$ cat src/rtl/tage_hist_fold_pkg.sv
// Shared constants for the TAGE folded-history block: table geometry and FSM encoding.
// Table history lengths are fixed; only the index/tag widths are parameterisable at the top.
package tage_hist_fold_pkg;

  localparam int unsigned NumTables = 4;
  localparam int unsigned L0        = 5;
  localparam int unsigned L1        = 15;
  localparam int unsigned L2        = 44;
  localparam int unsigned L3        = 131;
  localparam int unsigned IdxW      = 10;
  localparam int unsigned TagW      = 8;

  typedef enum logic [0:0] {
    StReady,
    StRebuild
  } state_e;

  function automatic int unsigned hist_len(input int unsigned t);
    case (t)
      0:       return L0;
      1:       return L1;
      2:       return L2;
      default: return L3;
    endcase
  endfunction

endpackage

$ cat src/rtl/tage_hist_fold_if.sv
// Lookup/history bus of the folded-history block.
// The master drives history and lookup requests; the slave returns indices and tags.
interface tage_hist_fold_if #(
  parameter int unsigned GlobLen = 131,
  parameter int unsigned PLen    = 16,
  parameter int unsigned PcLen   = 32,
  parameter int unsigned IdxW    = 10,
  parameter int unsigned TagW    = 8
);

  logic [GlobLen-1:0] ghist;
  logic [PLen-1:0]    phist;
  logic               hist_shift_valid;
  logic               new_bit;
  logic               rebuild_req;
  logic               lookup_valid;
  logic               lookup_ready;
  logic [PcLen-1:0]   lookup_pc;
  logic               idx_valid;
  logic [4*IdxW-1:0]  index;
  logic [4*TagW-1:0]  tag;
  logic               busy;

  modport master (
    output ghist, phist, hist_shift_valid, new_bit, rebuild_req, lookup_valid, lookup_pc,
    input  lookup_ready, idx_valid, index, tag, busy
  );

  modport slave (
    input  ghist, phist, hist_shift_valid, new_bit, rebuild_req, lookup_valid, lookup_pc,
    output lookup_ready, idx_valid, index, tag, busy
  );

endinterface

$ cat src/rtl/hist_fold_reg.sv
// One folded-history register of width W over the newest L history bits.
// Supports incremental shift, one serial rebuild step (newest-last), and clear.
module hist_fold_reg #(
  parameter int unsigned L  = 5,
  parameter int unsigned W  = 10,
  parameter int unsigned KW = 8
) (
  input  logic          clk,
  input  logic          rst_n,
  input  logic          clear,
  input  logic          step,
  input  logic [KW-1:0] k,
  input  logic          step_bit,
  input  logic          shift,
  input  logic          new_bit,
  input  logic          old_bit,
  output logic [W-1:0]  fold
);

  logic [W-1:0] fold_q, fold_d, rot;

  always_comb begin
    rot    = {fold_q[W-2:0], fold_q[W-1]};
    fold_d = fold_q;
    if (clear) begin
      fold_d = '0;
    end else if (step) begin
      // Bits older than this table's window are skipped during the serial walk.
      if (32'(k) < L) fold_d = rot ^ W'(step_bit);
    end else if (shift) begin
      fold_d          = rot;
      fold_d[0]       = fold_d[0] ^ new_bit;
      fold_d[L % W]   = fold_d[L % W] ^ old_bit;
    end
  end

  always_ff @(posedge clk or negedge rst_n) begin
    if (!rst_n) fold_q <= '0;
    else        fold_q <= fold_d;
  end

  assign fold = fold_q;

endmodule

$ cat src/rtl/tage_hist_fold.sv
// TAGE folded global-history registers for four tables plus registered index/tag lookup.
// A rebuild walks ghist oldest-to-newest, one bit per cycle, for GlobLen cycles.
module tage_hist_fold #(
  parameter int unsigned GlobLen = 131,
  parameter int unsigned PLen    = 16,
  parameter int unsigned pc_len  = 32,
  parameter int unsigned IdxW    = tage_hist_fold_pkg::IdxW,
  parameter int unsigned TagW    = tage_hist_fold_pkg::TagW
) (
  input logic             CLK,
  input logic             reset,
  tage_hist_fold_if.slave bus
);
  import tage_hist_fold_pkg::*;

  localparam int unsigned KW = $clog2(GlobLen);
  localparam logic [KW-1:0] KLoad = KW'(GlobLen - 1);

  state_e state_q, state_d;
  logic [KW-1:0] k_q, k_d;
  logic fold_clear, fold_step, fold_shift, accept, restart, step_bit;

  logic [IdxW-1:0]   fi  [NumTables];
  logic [TagW-1:0]   ft0 [NumTables];
  logic [TagW-2:0]   ft1 [NumTables];
  logic [4*IdxW-1:0] index_q, index_d;
  logic [4*TagW-1:0] tag_q, tag_d;
  logic              idx_valid_q;

  assign restart  = bus.hist_shift_valid || bus.rebuild_req;
  assign step_bit = bus.ghist[k_q];

  always_ff @(posedge CLK or negedge reset) begin
    if (!reset) begin
      state_q <= StReady;
      k_q     <= '0;
    end else begin
      state_q <= state_d;
      k_q     <= k_d;
    end
  end

  always_comb begin
    state_d = state_q;
    k_d     = k_q;
    unique case (state_q)
      StReady: begin
        if (bus.rebuild_req) begin
          state_d = StRebuild;
          k_d     = KLoad;
        end
      end
      StRebuild: begin
        if (restart)          k_d     = KLoad;
        else if (k_q == '0)   state_d = StReady;
        else                  k_d     = k_q - 1'b1;
      end
    endcase
  end

  always_comb begin
    fold_clear       = 1'b0;
    fold_step        = 1'b0;
    fold_shift       = 1'b0;
    accept           = 1'b0;
    bus.lookup_ready = 1'b0;
    bus.busy         = 1'b0;
    unique case (state_q)
      StReady: begin
        bus.lookup_ready = 1'b1;
        accept           = bus.lookup_valid;
        fold_clear       = bus.rebuild_req;
        fold_shift       = bus.hist_shift_valid;
      end
      StRebuild: begin
        bus.busy   = 1'b1;
        fold_clear = restart;
        fold_step  = !restart;
      end
    endcase
  end

  for (genvar t = 0; t < NumTables; t++) begin : g_tab
    localparam int unsigned Len = hist_len(t);

    hist_fold_reg #(.L(Len), .W(IdxW), .KW(KW)) u_fi (
      .clk(CLK), .rst_n(reset), .clear(fold_clear), .step(fold_step), .k(k_q),
      .step_bit(step_bit), .shift(fold_shift), .new_bit(bus.new_bit),
      .old_bit(bus.ghist[Len-1]), .fold(fi[t])
    );

    hist_fold_reg #(.L(Len), .W(TagW), .KW(KW)) u_ft0 (
      .clk(CLK), .rst_n(reset), .clear(fold_clear), .step(fold_step), .k(k_q),
      .step_bit(step_bit), .shift(fold_shift), .new_bit(bus.new_bit),
      .old_bit(bus.ghist[Len-1]), .fold(ft0[t])
    );

    hist_fold_reg #(.L(Len), .W(TagW-1), .KW(KW)) u_ft1 (
      .clk(CLK), .rst_n(reset), .clear(fold_clear), .step(fold_step), .k(k_q),
      .step_bit(step_bit), .shift(fold_shift), .new_bit(bus.new_bit),
      .old_bit(bus.ghist[Len-1]), .fold(ft1[t])
    );
  end

  // Folds are read before this edge's update, so a coincident shift is not yet visible.
  always_comb begin
    index_d = index_q;
    tag_d   = tag_q;
    if (accept) begin
      for (int t = 0; t < NumTables; t++) begin
        index_d[t*IdxW +: IdxW] = bus.lookup_pc[2 +: IdxW] ^ bus.lookup_pc[2+IdxW +: IdxW]
                                ^ fi[t] ^ bus.phist[IdxW-1:0];
        tag_d[t*TagW +: TagW]   = bus.lookup_pc[2 +: TagW] ^ ft0[t] ^ {ft1[t], 1'b0};
      end
    end
  end

  always_ff @(posedge CLK or negedge reset) begin
    if (!reset) begin
      idx_valid_q <= 1'b0;
      index_q     <= '0;
      tag_q       <= '0;
    end else begin
      idx_valid_q <= accept;
      index_q     <= index_d;
      tag_q       <= tag_d;
    end
  end

  assign bus.idx_valid = idx_valid_q;
  assign bus.index     = index_q;
  assign bus.tag       = tag_q;

  logic unused_bits;
  assign unused_bits = ^{bus.phist[PLen-1:IdxW], bus.lookup_pc[pc_len-1:2+2*IdxW],
                         bus.lookup_pc[1:0]};

endmodule

$ cat src/flat_wrapper.sv
// flat-port wrapper written by rule: the top's interface ports become plain ports
module tage_hist_fold_flat import tage_hist_fold_pkg::*;
#(
  parameter int unsigned GlobLen = 131,
  parameter int unsigned PLen    = 16,
  parameter int unsigned pc_len  = 32,
  parameter int unsigned IdxW    = tage_hist_fold_pkg::IdxW,
  parameter int unsigned TagW    = tage_hist_fold_pkg::TagW
)
  (CLK, reset, bus_ghist, bus_phist, bus_hist_shift_valid, bus_new_bit, bus_rebuild_req, bus_lookup_valid, bus_lookup_pc, bus_lookup_ready, bus_idx_valid, bus_index, bus_tag, bus_busy);
  tage_hist_fold_if #(.GlobLen(GlobLen), .PLen(PLen), .PcLen((32)), .IdxW(IdxW), .TagW(TagW)) bus_i ();
  input logic CLK;
  input logic reset;
  input wire logic [$bits(bus_i.ghist)-1:0] bus_ghist;
  input wire logic [$bits(bus_i.phist)-1:0] bus_phist;
  input wire logic [$bits(bus_i.hist_shift_valid)-1:0] bus_hist_shift_valid;
  input wire logic [$bits(bus_i.new_bit)-1:0] bus_new_bit;
  input wire logic [$bits(bus_i.rebuild_req)-1:0] bus_rebuild_req;
  input wire logic [$bits(bus_i.lookup_valid)-1:0] bus_lookup_valid;
  input wire logic [$bits(bus_i.lookup_pc)-1:0] bus_lookup_pc;
  output wire logic [$bits(bus_i.lookup_ready)-1:0] bus_lookup_ready;
  output wire logic [$bits(bus_i.idx_valid)-1:0] bus_idx_valid;
  output wire logic [$bits(bus_i.index)-1:0] bus_index;
  output wire logic [$bits(bus_i.tag)-1:0] bus_tag;
  output wire logic [$bits(bus_i.busy)-1:0] bus_busy;
  assign bus_i.ghist = bus_ghist;
  assign bus_i.phist = bus_phist;
  assign bus_i.hist_shift_valid = bus_hist_shift_valid;
  assign bus_i.new_bit = bus_new_bit;
  assign bus_i.rebuild_req = bus_rebuild_req;
  assign bus_i.lookup_valid = bus_lookup_valid;
  assign bus_i.lookup_pc = bus_lookup_pc;
  assign bus_lookup_ready = bus_i.lookup_ready;
  assign bus_idx_valid = bus_i.idx_valid;
  assign bus_index = bus_i.index;
  assign bus_tag = bus_i.tag;
  assign bus_busy = bus_i.busy;
  tage_hist_fold #(.GlobLen(GlobLen), .PLen(PLen), .pc_len(pc_len), .IdxW(IdxW), .TagW(TagW)) u_core (.CLK(CLK), .reset(reset), .bus(bus_i));
endmodule
$ cat config.mk
export PLATFORM = sky130hd
export DESIGN_NAME = tage_hist_fold_flat
export DESIGN_NICKNAME = d
export VERILOG_FILES = /design/src/rtl/tage_hist_fold_pkg.sv /design/src/rtl/tage_hist_fold_if.sv /design/src/rtl/hist_fold_reg.sv /design/src/rtl/tage_hist_fold.sv /design/src/flat_wrapper.sv
export SDC_FILE = /design/constraint.sdc
export NUM_CORES = 1
export LEC_CHECK = 0
export ABC_AREA = 1
export CAP_MARGIN = 25
export CORE_MARGIN = 1.5
export CORE_UTILIZATION = 50
export DETAILED_ROUTE_END_ITERATION = 7
export PLACE_DENSITY = 0.91
export SLEW_MARGIN = 20
export SYNTH_ARGS = -nofsm -noshare
export SYNTH_HDL_FRONTEND = slang
export SYNTH_SLANG_ARGS = --single-unit
$ cat constraint.sdc
create_clock -name CLK -period 2.9 [get_ports CLK]
set_input_delay 0.58 -clock CLK [delete_from_list [all_inputs] [get_ports CLK]]
set_output_delay 0.58 -clock CLK [all_outputs]
set_load 0.1 [all_outputs]
==> impl_results.md <==
* Status: complete, no violations
* Pin count of the biggest net entering global routing at 69
* Vias per inst at 5.256
* Share of cells above drive strength 1 at 0.1016
* Root Driver: clkbuf_16
* Post-Syn Area per Cell at 7.844 µm²
* Mapped Nets at 1477
* Top-count cell post-synth: nand2_1
* Setup Skew at 0.006301 ns
* Hpwl dp at 21520 µm
* Max IR drop VDD at 0.3853 mV
* Leak Pwr at 6.206 nW
* Predominant post-synthesis flop cell: dfrtp_1
* Synth Area in Compound Gates at 0.1086
* CTS tree: yes
* Critical path arrival at 2.86 ns
* Post-Synth Simple-Gate Area at 0.1968
* Setup crit end kind: register
* Placer congestion estimate at 0.8844
* Worst-Skew Late Latency at 0.44 ns
* Max Freq at 394.1 MHz
* CTS clk-pin slew, worst paths at 0.07 ns
* Post-route ant nets at 0
* Count of final setup violators at 0
* Required @ worst endpoint at 3.22 ns
* Met2 Usage GRT at 0.4990
* RSZ-0062 raised after global routing: false
* Total chip power at 0.007906 W
* Cells after synthesis at 1289
* R2r worst-path depth at 16
* Final Cell Area at 13190 µm²
* # IOs at 260
* Post-CTS Hold Buffers at 0
* Initial antenna violation count at 1
* Pre-Repair DR Iteration Count at 7
* Max H-tree Level at 4
* Min-delay worst type: primary input to async pin
* Synth area leaders: dfrtp_1 45%, nand2_1 14%, xnor2_1 11%
* List of most frequent post-synthesis cells: 374 x nand2_1, 182 x dfrtp_1, 171 x inv_1
* Fin. max-slew vios at 0
* Die X at 145.2 µm
* Critical path class: register to register
* FFs w/ async S/R, synth at 1.000
* Crit share post-route at 0.8749
* Gr busiest metal: met2
* XOR/XNOR Fraction of Synth Area at 0.1403
* Setup TNS at 0 ns
* DR DRC count at 0
* Resize count post-CTS at 0
* Initial drt markers at 747
* Post-DP Area at 12580 µm²
* Number of synthesized flops with an enable pin at 0
* # fillers at 1472
* Leading area contributor after synthesis: dfrtp_1
* Pre-CTS WS at 0.2112 ns
* Synth Area in Adders at 0.003712
* Post-Syn Area at 10110 µm²
* DIE AREA at 21080 µm²
* CTS Buf Count at 17
* Final nets at 1692
* Power density over cell area at 599.3 nW/µm²
* Endpoints failing hold at 0
* Remaining Overflow, GRT at 0
* Setup Fix Bufs, Post-CTS at 0
* WHS at 0.1100 ns
* Die height at 145.2 µm
* Synth cell types at 29
* Grt met3 use at 0.06478
* Via count at 9367
* Drt total wl at 29220 µm
* Fin crit period at 2.537 ns
* Core region area at 19650 µm²
* Max cap viols at 0
* Mux cell area share after synthesis at 0
* Overall Global Routing Usage at 0.2808
* Crit path launch type: register
* Port Buffer Count at 241
* Row count at 51
* Synthesis warning total at 0
* Layout area overhead at 30.47%
* Final WS setup at 0.3629 ns
* Via count of the first global-routing pass at 9287
* GR met1 Demand/Resource at 0.3119
* Seq/Total Area, Yosys at 0.4504
* CP Max Fanout at 68
* First-pass GRT wire length at 46640 µm
* Worst slew margin at 0.5651
* Clock Sink Count at 182
* Average wire per standard cell at 16.40 µm
* Synthesized flop and latch total at 182
* CTS Buffer Depth at 2
* Starting Density at 0.5145
* Largest family of logic cells by synthesized area: simple AND/OR/NAND/NOR gates
* Yosys top cell area share at 0.4504
* Worst slew pin tran at 0.6499 ns
==> report_power, final <==
| part | leakage (nW) | internal [W] | switching (W) |
|---|---|---|---|
| logic | 3.46 | 0.000731 | 0.00189 |
| clock network | 0.299 | 0.00142 | 0.000989 |
| registers | 2.45 | 0.00274 | 0.000141 |
==> cell usage in the layout, fill, tap and decap left out, types with 2 or more instances in the layout <==
| cell | synthesis | final |
|---|---|---|
| a21oi_1 | 3 | 3 |
| a31oi_1 | 4 | 4 |
| buf_12 | 0 | 4 |
| buf_4 | 2 | 96 |
| bufinv_16 | 0 | 3 |
| clkbuf_16 | 0 | 17 |
| clkbuf_8 | 0 | 3 |
| clkdlybuf4s50_1 | 0 | 165 |
| clkinv_2 | 0 | 3 |
| clkinvlp_4 | 0 | 3 |
| dfrtp_1 | 182 | 180 |
| dfrtp_2 | 0 | 2 |
| ha_1 | 3 | 3 |
| inv_1 | 171 | 170 |
| inv_2 | 7 | 7 |
| inv_6 | 0 | 2 |
| nand2_1 | 374 | 373 |
| nand3_1 | 58 | 58 |
| nor2_1 | 50 | 50 |
| nor2_2 | 2 | 2 |
| nor2_4 | 5 | 5 |
| nor3_1 | 2 | 2 |
| o2111ai_1 | 2 | 2 |
| o21ai_0 | 106 | 106 |
| o21ai_1 | 16 | 16 |
| o22ai_1 | 66 | 66 |
| xnor2_1 | 124 | 124 |
| xor2_1 | 38 | 38 |
==> flip-flops by register name (all words and copies together), names as in the netlist <==
signal / cells
u_core.g_tab.u_ft1.fold: 28
u_core.g_tab.u_ft0.fold: 32
u_core.state_q: 1
u_core.bus.idx_valid: 1
u_core.bus.tag: 32
u_core.k_q: 8
u_core.g_tab.u_fi.fold: 40
u_core.bus.index: 40
==> cell families (layout without fill, tap and decap cells) <==
kind of cell             count (synthesis)  count (layout)
AO/OA/AOI/OAI                          199             199
XOR/XNOR                               162             162
adder cells (fa/ha/maj)                  3               3
buffers and inverters                  248             475
flip-flops                             182             182
other                                    0               1
AND/OR/NAND/NOR                        495             495
==> area by class of cell <==
cell class,instances,area (µm²),share of cell area
diodes,1,2.502,0.0001897
clock buffers,20,466.7,0.03538
multi-input cells,859,4552,0.3451
repair buffers,266,2464,0.1868
flip-flops and latches,182,4557,0.3454
inverters,178,671.9,0.05093
well taps,265,331.6,0.02514
clock inverters,11,146.4,0.01110
==> final timing paths <==
path,slack (ns),start,to
setup / recovery,0.36,u_core.k_q[0]$_DFFE_PN0P_,u_core.g_tab[3].u_ft1.fold[0]$_DFFE_PN0P_
hold / removal,0.11,reset,u_core.bus.tag[26]$_DFFE_PN0P_
setup reg to reg,0.36,u_core.k_q[0]$_DFFE_PN0P_,u_core.g_tab[3].u_ft1.fold[0]$_DFFE_PN0P_
hold reg to reg,0.49,u_core.bus.tag[11]$_DFFE_PN0P_,u_core.bus.tag[11]$_DFFE_PN0P_
max in group asynchronous,1.98,reset,u_core.g_tab[0].u_ft1.fold[2]$_DFFE_PN0P_
min in group CLK,0.49,u_core.bus.tag[11]$_DFFE_PN0P_,u_core.bus.tag[11]$_DFFE_PN0P_
==> worst max-delay path: stages, from the launching register on <==
cell     delay (ns)
dfrtp_2        0.38
buf_4          0.51
nand2_1        0.21
nand3_1        0.12
nand2_1        0.07
nand2_1        0.06
nand2_1        0.05
nor2_1         0.10
nor2_1         0.04
nor2_1         0.10
nand2_1        0.07
nand2_1        0.07
nand3_2        0.11
nand2_2        0.25
nand2_1        0.10
nand3_1        0.10
nand2_1        0.07
==> through the flow <==
step / std cells / utilization
finish: 1782 / 0.6712
global route: 1782 / 0.6712
detailed placement: 1750 / 0.6399
floorplan: 1289 / -
global placement: 1750 / 0.6399
CTS: 1781 / 0.6711
==> per-layer routing <==
metal,vias up,share of wire
li1,4435,-
met1,4324,0.36
met2,513,0.50
met3,95,0.087
met4,0,0.050
met5,-,0
(Power assumes the default switching activity.)
